[src/rtl/trace_pkg.sv]
// Shared types for the commit trace monitor: record layout and serializer states.
package trace_pkg;

  localparam logic TR_GRF = 1'b0;
  localparam logic TR_DM  = 1'b1;

  // One architectural write: 1 + 32 + 32 + 32 = 97 bits.
  typedef struct packed {
    logic        rtype;
    logic [31:0] pc;
    logic [31:0] addr;
    logic [31:0] data;
  } trace_rec_t;

  typedef enum logic [1:0] {
    S_PC   = 2'd0,
    S_HDR  = 2'd1,
    S_DATA = 2'd2
  } ser_state_t;

endpackage

[src/rtl/trace_fifo.sv]
// Dual-push, single-pop show-ahead FIFO of trace records.
// Port A has priority for free space; free space is measured before any pop
// in the same cycle, so a simultaneous pop never makes room for a push.
module trace_fifo
  import trace_pkg::*;
#(
  parameter int DEPTH = 16
) (
  input  logic       clk,
  input  logic       reset,
  input  logic       push_a,
  input  trace_rec_t data_a,
  input  logic       push_b,
  input  trace_rec_t data_b,
  output logic       accept_a,
  output logic       accept_b,
  input  logic       pop,
  output trace_rec_t head,
  output logic       empty
);

  localparam int AW = $clog2(DEPTH);

  trace_rec_t    mem [DEPTH];
  logic [AW:0]   wr_ptr_reg;
  logic [AW:0]   rd_ptr_reg;
  logic [AW:0]   count;
  logic [AW:0]   free;
  logic [AW:0]   wr_b_ptr;

  assign count    = wr_ptr_reg - rd_ptr_reg;
  assign free     = (AW + 1)'(DEPTH) - count;
  assign accept_a = push_a && (free != '0);
  // B needs one slot beyond whatever A just took.
  assign accept_b = push_b && (free > {{AW{1'b0}}, accept_a});
  assign wr_b_ptr = accept_a ? wr_ptr_reg + (AW + 1)'(1) : wr_ptr_reg;
  assign empty    = (wr_ptr_reg == rd_ptr_reg);
  assign head     = mem[rd_ptr_reg[AW-1:0]];

  // Record storage; B lands directly behind A when both are accepted.
  always_ff @(posedge clk) begin
    if (accept_a) mem[wr_ptr_reg[AW-1:0]] <= data_a;
    if (accept_b) mem[wr_b_ptr[AW-1:0]]   <= data_b;
  end

  // Pointer update; the extra MSB separates full from empty.
  always_ff @(posedge clk or negedge reset) begin
    if (!reset) begin
      wr_ptr_reg <= '0;
      rd_ptr_reg <= '0;
    end else begin
      wr_ptr_reg <= wr_ptr_reg + {{AW{1'b0}}, accept_a} + {{AW{1'b0}}, accept_b};
      if (pop && !empty) rd_ptr_reg <= rd_ptr_reg + (AW + 1)'(1);
    end
  end

endmodule

[src/rtl/commit_trace_monitor.sv]
// Captures GRF and DM commits, buffers them and streams each record out as
// three 32-bit words (pc, {type, addr[30:0]}, data) over ready/valid.
module commit_trace_monitor
  import trace_pkg::*;
#(
  parameter int DEPTH  = 16,
  parameter int DROP_W = 16
) (
  input  logic              clk,
  input  logic              reset,
  input  logic              grf_we,
  input  logic [31:0]       grf_pc,
  input  logic [4:0]        grf_addr,
  input  logic [31:0]       grf_wdata,
  input  logic              dm_we,
  input  logic [31:0]       dm_pc,
  input  logic [31:0]       dm_addr,
  input  logic [31:0]       dm_wdata,
  output logic              out_valid,
  input  logic              out_ready,
  output logic [31:0]       out_data,
  output logic              out_last,
  output logic              overflow,
  output logic [DROP_W-1:0] drop_count
);

  trace_rec_t   grf_rec;
  trace_rec_t   dm_rec;
  trace_rec_t   head;
  logic         grf_event;
  logic         grf_accept;
  logic         dm_accept;
  logic         fifo_empty;
  logic         handshake;
  logic         pop;
  logic [1:0]   drops;
  logic [DROP_W:0] drop_sum;
  ser_state_t   state_reg;
  logic         overflow_reg;
  logic [DROP_W-1:0] drop_reg;

  // Writes to $0 have no architectural effect, so they are never traced.
  assign grf_event = grf_we && (grf_addr != 5'd0);
  assign grf_rec   = '{rtype: TR_GRF, pc: grf_pc, addr: {27'd0, grf_addr}, data: grf_wdata};
  assign dm_rec    = '{rtype: TR_DM, pc: dm_pc, addr: dm_addr, data: dm_wdata};

  trace_fifo #(.DEPTH(DEPTH)) u_fifo (
    .clk      (clk),
    .reset    (reset),
    .push_a   (grf_event),
    .data_a   (grf_rec),
    .push_b   (dm_we),
    .data_b   (dm_rec),
    .accept_a (grf_accept),
    .accept_b (dm_accept),
    .pop      (pop),
    .head     (head),
    .empty    (fifo_empty)
  );

  assign out_valid = !fifo_empty;
  assign handshake = out_valid && out_ready;
  assign pop       = handshake && (state_reg == S_DATA);
  assign out_last  = out_valid && (state_reg == S_DATA);

  // Word select; forced to zero when idle so reset yields out_data = 0 at once.
  always_comb begin
    out_data = 32'd0;
    if (out_valid) begin
      case (state_reg)
        S_PC:    out_data = head.pc;
        S_HDR:   out_data = {head.rtype, head.addr[30:0]};
        S_DATA:  out_data = head.data;
        default: out_data = 32'd0;
      endcase
    end
  end

  // Serializer: step through the three words of the head record.
  always_ff @(posedge clk or negedge reset) begin
    if (!reset) begin
      state_reg <= S_PC;
    end else if (handshake) begin
      case (state_reg)
        S_PC:    state_reg <= S_HDR;
        S_HDR:   state_reg <= S_DATA;
        default: state_reg <= S_PC;
      endcase
    end
  end

  assign drops    = {1'b0, grf_event && !grf_accept} + {1'b0, dm_we && !dm_accept};
  assign drop_sum = {1'b0, drop_reg} + (DROP_W + 1)'(drops);

  // Drop accounting: saturating counter plus sticky flag.
  always_ff @(posedge clk or negedge reset) begin
    if (!reset) begin
      drop_reg     <= '0;
      overflow_reg <= 1'b0;
    end else begin
      drop_reg     <= drop_sum[DROP_W] ? '1 : drop_sum[DROP_W-1:0];
      overflow_reg <= overflow_reg || (drops != 2'd0);
    end
  end

  assign drop_count = drop_reg;
  assign overflow   = overflow_reg;

endmodule

[config.mk]
export PLATFORM = sky130hd
export DESIGN_NAME = commit_trace_monitor
export DESIGN_NICKNAME = d
export VERILOG_FILES = /design/src/rtl/trace_pkg.sv /design/src/rtl/trace_fifo.sv /design/src/rtl/commit_trace_monitor.sv
export SDC_FILE = /design/constraint.sdc
export NUM_CORES = 2
export LEC_CHECK = 0
export CAP_MARGIN = 25
export CORE_ASPECT_RATIO = 0.6
export CORE_UTILIZATION = 45
export CTS_CLUSTER_DIAMETER = 120
export DETAILED_ROUTE_END_ITERATION = 7
export DONT_BUFFER_PORTS = 1
export MAX_ROUTING_LAYER = met4
export PLACE_DENSITY = 0.57
export SETUP_SLACK_MARGIN = 0.3
export SYNTH_ARGS = -nofsm -noshare
export SYNTH_HDL_FRONTEND = slang
export SYNTH_SLANG_ARGS = --single-unit
[constraint.sdc]
create_clock -name clk -period 33.8 [get_ports clk]
set_clock_uncertainty 0.15 [all_clocks]
set_input_delay 1.69 -clock clk [delete_from_list [all_inputs] [get_ports clk]]
set_output_delay 1.69 -clock clk [all_outputs]
set_load 0.1 [all_outputs]
==> flow_metrics.tcl <==
set metrics [dict create \
    status "finished clean" \
    place.gp.congestion 0.8563 \
    post_drt_wl_per_cell_um 36.10 \
    antenna_found_initial 11 \
    grt_pass1_vias 50579 \
    track_usage_pct 33.65 \
    crit_path_frequent_cell "mux4_2" \
    syn_area_per_cell_um2 13.18 \
    path_max_fanout 97 \
    insertion_delay_ps 830 \
    numCtsBuffers 155 \
    finalPower_uw 8216 \
    vias 53012 \
    core_um2 173500 \
    path_class "flop to output pin" \
    powerDensity_nw_per_um2 96.35 \
    drive_above_1_share_pct 15.46 \
    design_area_um2 85270 \
    cts_resized 0 \
    largest_reg_flops 1536 \
    grt_max_degree 148 \
    wl_mm 291.5 \
    cts_tree "built" \
    worst_pin_slew_ps 1188 \
    fmax_ghz 0.1241 \
    syn_inst 6001 \
    fin_util_pct 49.15 \
    fin_crit_sh_pct 23.83 \
    synth-main-ff-cell "edfxtp_1" \
    worstSetupStartpointType "flop" \
    grt_overflow_total 0 \
    min_path_type "flop to flop" \
    cp_cell_sequence "buf_12 > buf_4 > mux4_2 > mux4_2 > nand2_1 > a21oi_1 > a31oi_1 > nor2_2" \
    root_buffer "clkbuf_16" \
    hold_viol 0 \
    slew_viol_final 0 \
    period_needed_ps 8056 \
    layout_commonest_cell "edfxtp_1" \
    synth.distinct_cells 46 \
    placed_cell_area_um2 80570 \
    place_ws_ps 25600 \
    dr.first_iter.drc_count 9456 \
    synth_seq_area_share_pct 59.03 \
    dr.pass1.iters 6 \
    drcViolationCount 0 \
    io_pins 221 \
    synth_seq_cells 1565 \
    cts_setup_buffers 0 \
    vdd_drop_max_mv 0.1334 \
    fp.dieW_um 543.2 \
    synth_edf_count 1520 \
    rsz0062_at_grt "no" \
    final_cell_mix "edfxtp_1 (1520), nand2_1 (1398), mux2i_1 (828)" \
    die_h_um 326.7 \
    path_clk_slew_ps 60 \
    io_buffer_count 0 \
    crit_slowest_cell "dfrtp_4" \
    syn_area_um2 79090 \
    drt-vias-per-instance 6.565 \
    synth_nets 6192 \
    max_stage_delay_ps 1000 \
    grt_pass1_wl_mm 403.9 \
    critPathRequiredTime_ps 31960 \
    yosys_warnings 0 \
    arrival_ps 6220 \
    dieArea_um2 177500 \
    rows 118 \
    clock_path_buffers 3 \
    fin_nets 5805 \
    maxCapViolCount 0 \
    ctsHoldBuffers 0 \
    synthToLayoutAreaGrowth_pct 7.813 \
    dpl.hpwl_mm 151.5 \
    floorplan.initialDensity_pct 45.59 \
    h-tree-depth 4 \
    slew_headroom_pct 20.83 \
    finalSetupTns_ps 0 \
    cts.sinks 1565 \
    ant_nets 0 \
    setup_viol 0 \
    async_flop_share_pct 1.853 \
    cp-end-kind "output pin" \
    setup_slack_ps 25740 \
    p_leak_uw 0.03273 \
]
## kinds of logic (layout without fill, tap and decap cells)
| logic type | Yosys count | in the layout | synth area share (%) |
|---|---|---|---|
| buffers and inverters | 752 | 477 | 4.086 |
| xor gates and xnor gates | 21 | 21 | 0.2515 |
| and+or+nand+nor | 1947 | 1947 | 9.479 |
| DFF | 1565 | 1565 | 59.03 |
| adders and majority gates | 21 | 21 | 0.3607 |
| AOI/OAI and AO/OA | 382 | 382 | 2.571 |
| other | 0 | 9 | 0 |
| muxes | 1313 | 1313 | 24.22 |
## worst max-delay path: cells and delay by family (launching register included)
| family | cells | cell delay (ps) |
|---|---|---|
| buffers and inverters | 2 | 1430 |
| AND/OR/NAND/NOR | 2 | 1120 |
| flip-flops | 1 | 1000 |
| AO/OA/AOI/OAI | 2 | 950 |
| multiplexers | 2 | 720 |
## through the flow
step / hold slack, ps / cells
after global placement: 278.8 / 7792
after CTS: 293.0 / 8062
final: 299.0 / 8075
after global routing: 304.2 / 8075
after floorplan: 267.5 / 6001
after detailed placement: 283.9 / 7793
## routing by layer
metal | vias to the layer above | share of wire, % | track usage [%]
li1 | 21083 | - | -
met1 | 27325 | 39 | 46.79
met2 | 4043 | 43 | 47.37
met3 | 561 | 14 | 9.864
met4 | 0 | 3.3 | 10.57
met5 | - | 0 | -
## cell usage after synthesis, types with 3 or more instances
library cell	count	area, um^2
dfxtp_1	16	320.3
xnor2_1	12	105.1
edfxtp_1	1520	45640
xor2_1	8	70.07
and3_1	16	100.1
nor2_1	467	1753
dfrtp_1	29	725.7
clkbuf_1	377	1415
nand2b_1	4	25.02
o2bb2ai_1	4	35.03
buf_6	16	180.2
inv_1	89	334.1
nand2_1	1410	5293
a21o_1	3	22.52
a31oi_1	34	212.7
mux2_2	3	33.78
fa_1	3	60.06
ha_1	18	225.2
nor2b_1	4	25.02
o21ai_1	67	335.3
nand3_1	25	125.1
o21ai_0	224	1121
mux2i_1	829	8298
nor3_1	3	15.01
o211ai_1	7	52.55
buf_2	126	630.6
nand4_1	5	31.28
buf_1	108	405.4
mux4_2	480	10810
a21oi_1	39	195.2
buf_4	35	262.8
## area by class of cell
| class | count | area [um^2] |
|---|---|---|
| Antenna cell | 9 | 22.52 |
| Multi-Input combinational cell | 3684 | 29600 |
| Sequential cell | 1565 | 46710 |
| Inverter | 90 | 339.1 |
| Clock buffer | 200 | 4133 |
| Clock inverter | 69 | 459.2 |
| Tap cell | 2340 | 2928 |
| Timing Repair Buffer | 118 | 1080 |
| Fill cell | 14714 | 88210 |
## report_power, final
group / internal (uW) / leakage [uW] / switching [uW]
Sequential: 2660 / 0.0151 / 201
Combinational: 1070 / 0.0154 / 2610
Clock: 890 / 0.00225 / 785
## path summary, 6_finish.rpt
kind,start,to,slack [ps],depth (start not counted)
max reg2reg,u_fifo.rd_ptr_reg[0]$_DFFE_PN0P_,u_fifo.mem[1][91]$_DFFE_PP_,25860,18
min,u_fifo.mem[1][96]$_SDFFE_PP1P_,u_fifo.mem[1][96]$_SDFFE_PP1P_,300,2
min reg2reg,u_fifo.mem[1][96]$_SDFFE_PP1P_,u_fifo.mem[1][96]$_SDFFE_PP1P_,300,2
max in group asynchronous,reset,u_fifo.rd_ptr_reg[2]$_DFFE_PN0P_,32960,0
max,u_fifo.rd_ptr_reg[0]$_DFFE_PN0P_,out_data[9],25740,8
min in group asynchronous,reset,u_fifo.wr_ptr_reg[3]$_DFF_PN0_,410,0
No activity file was read; power rests on OpenSTA's default activity.
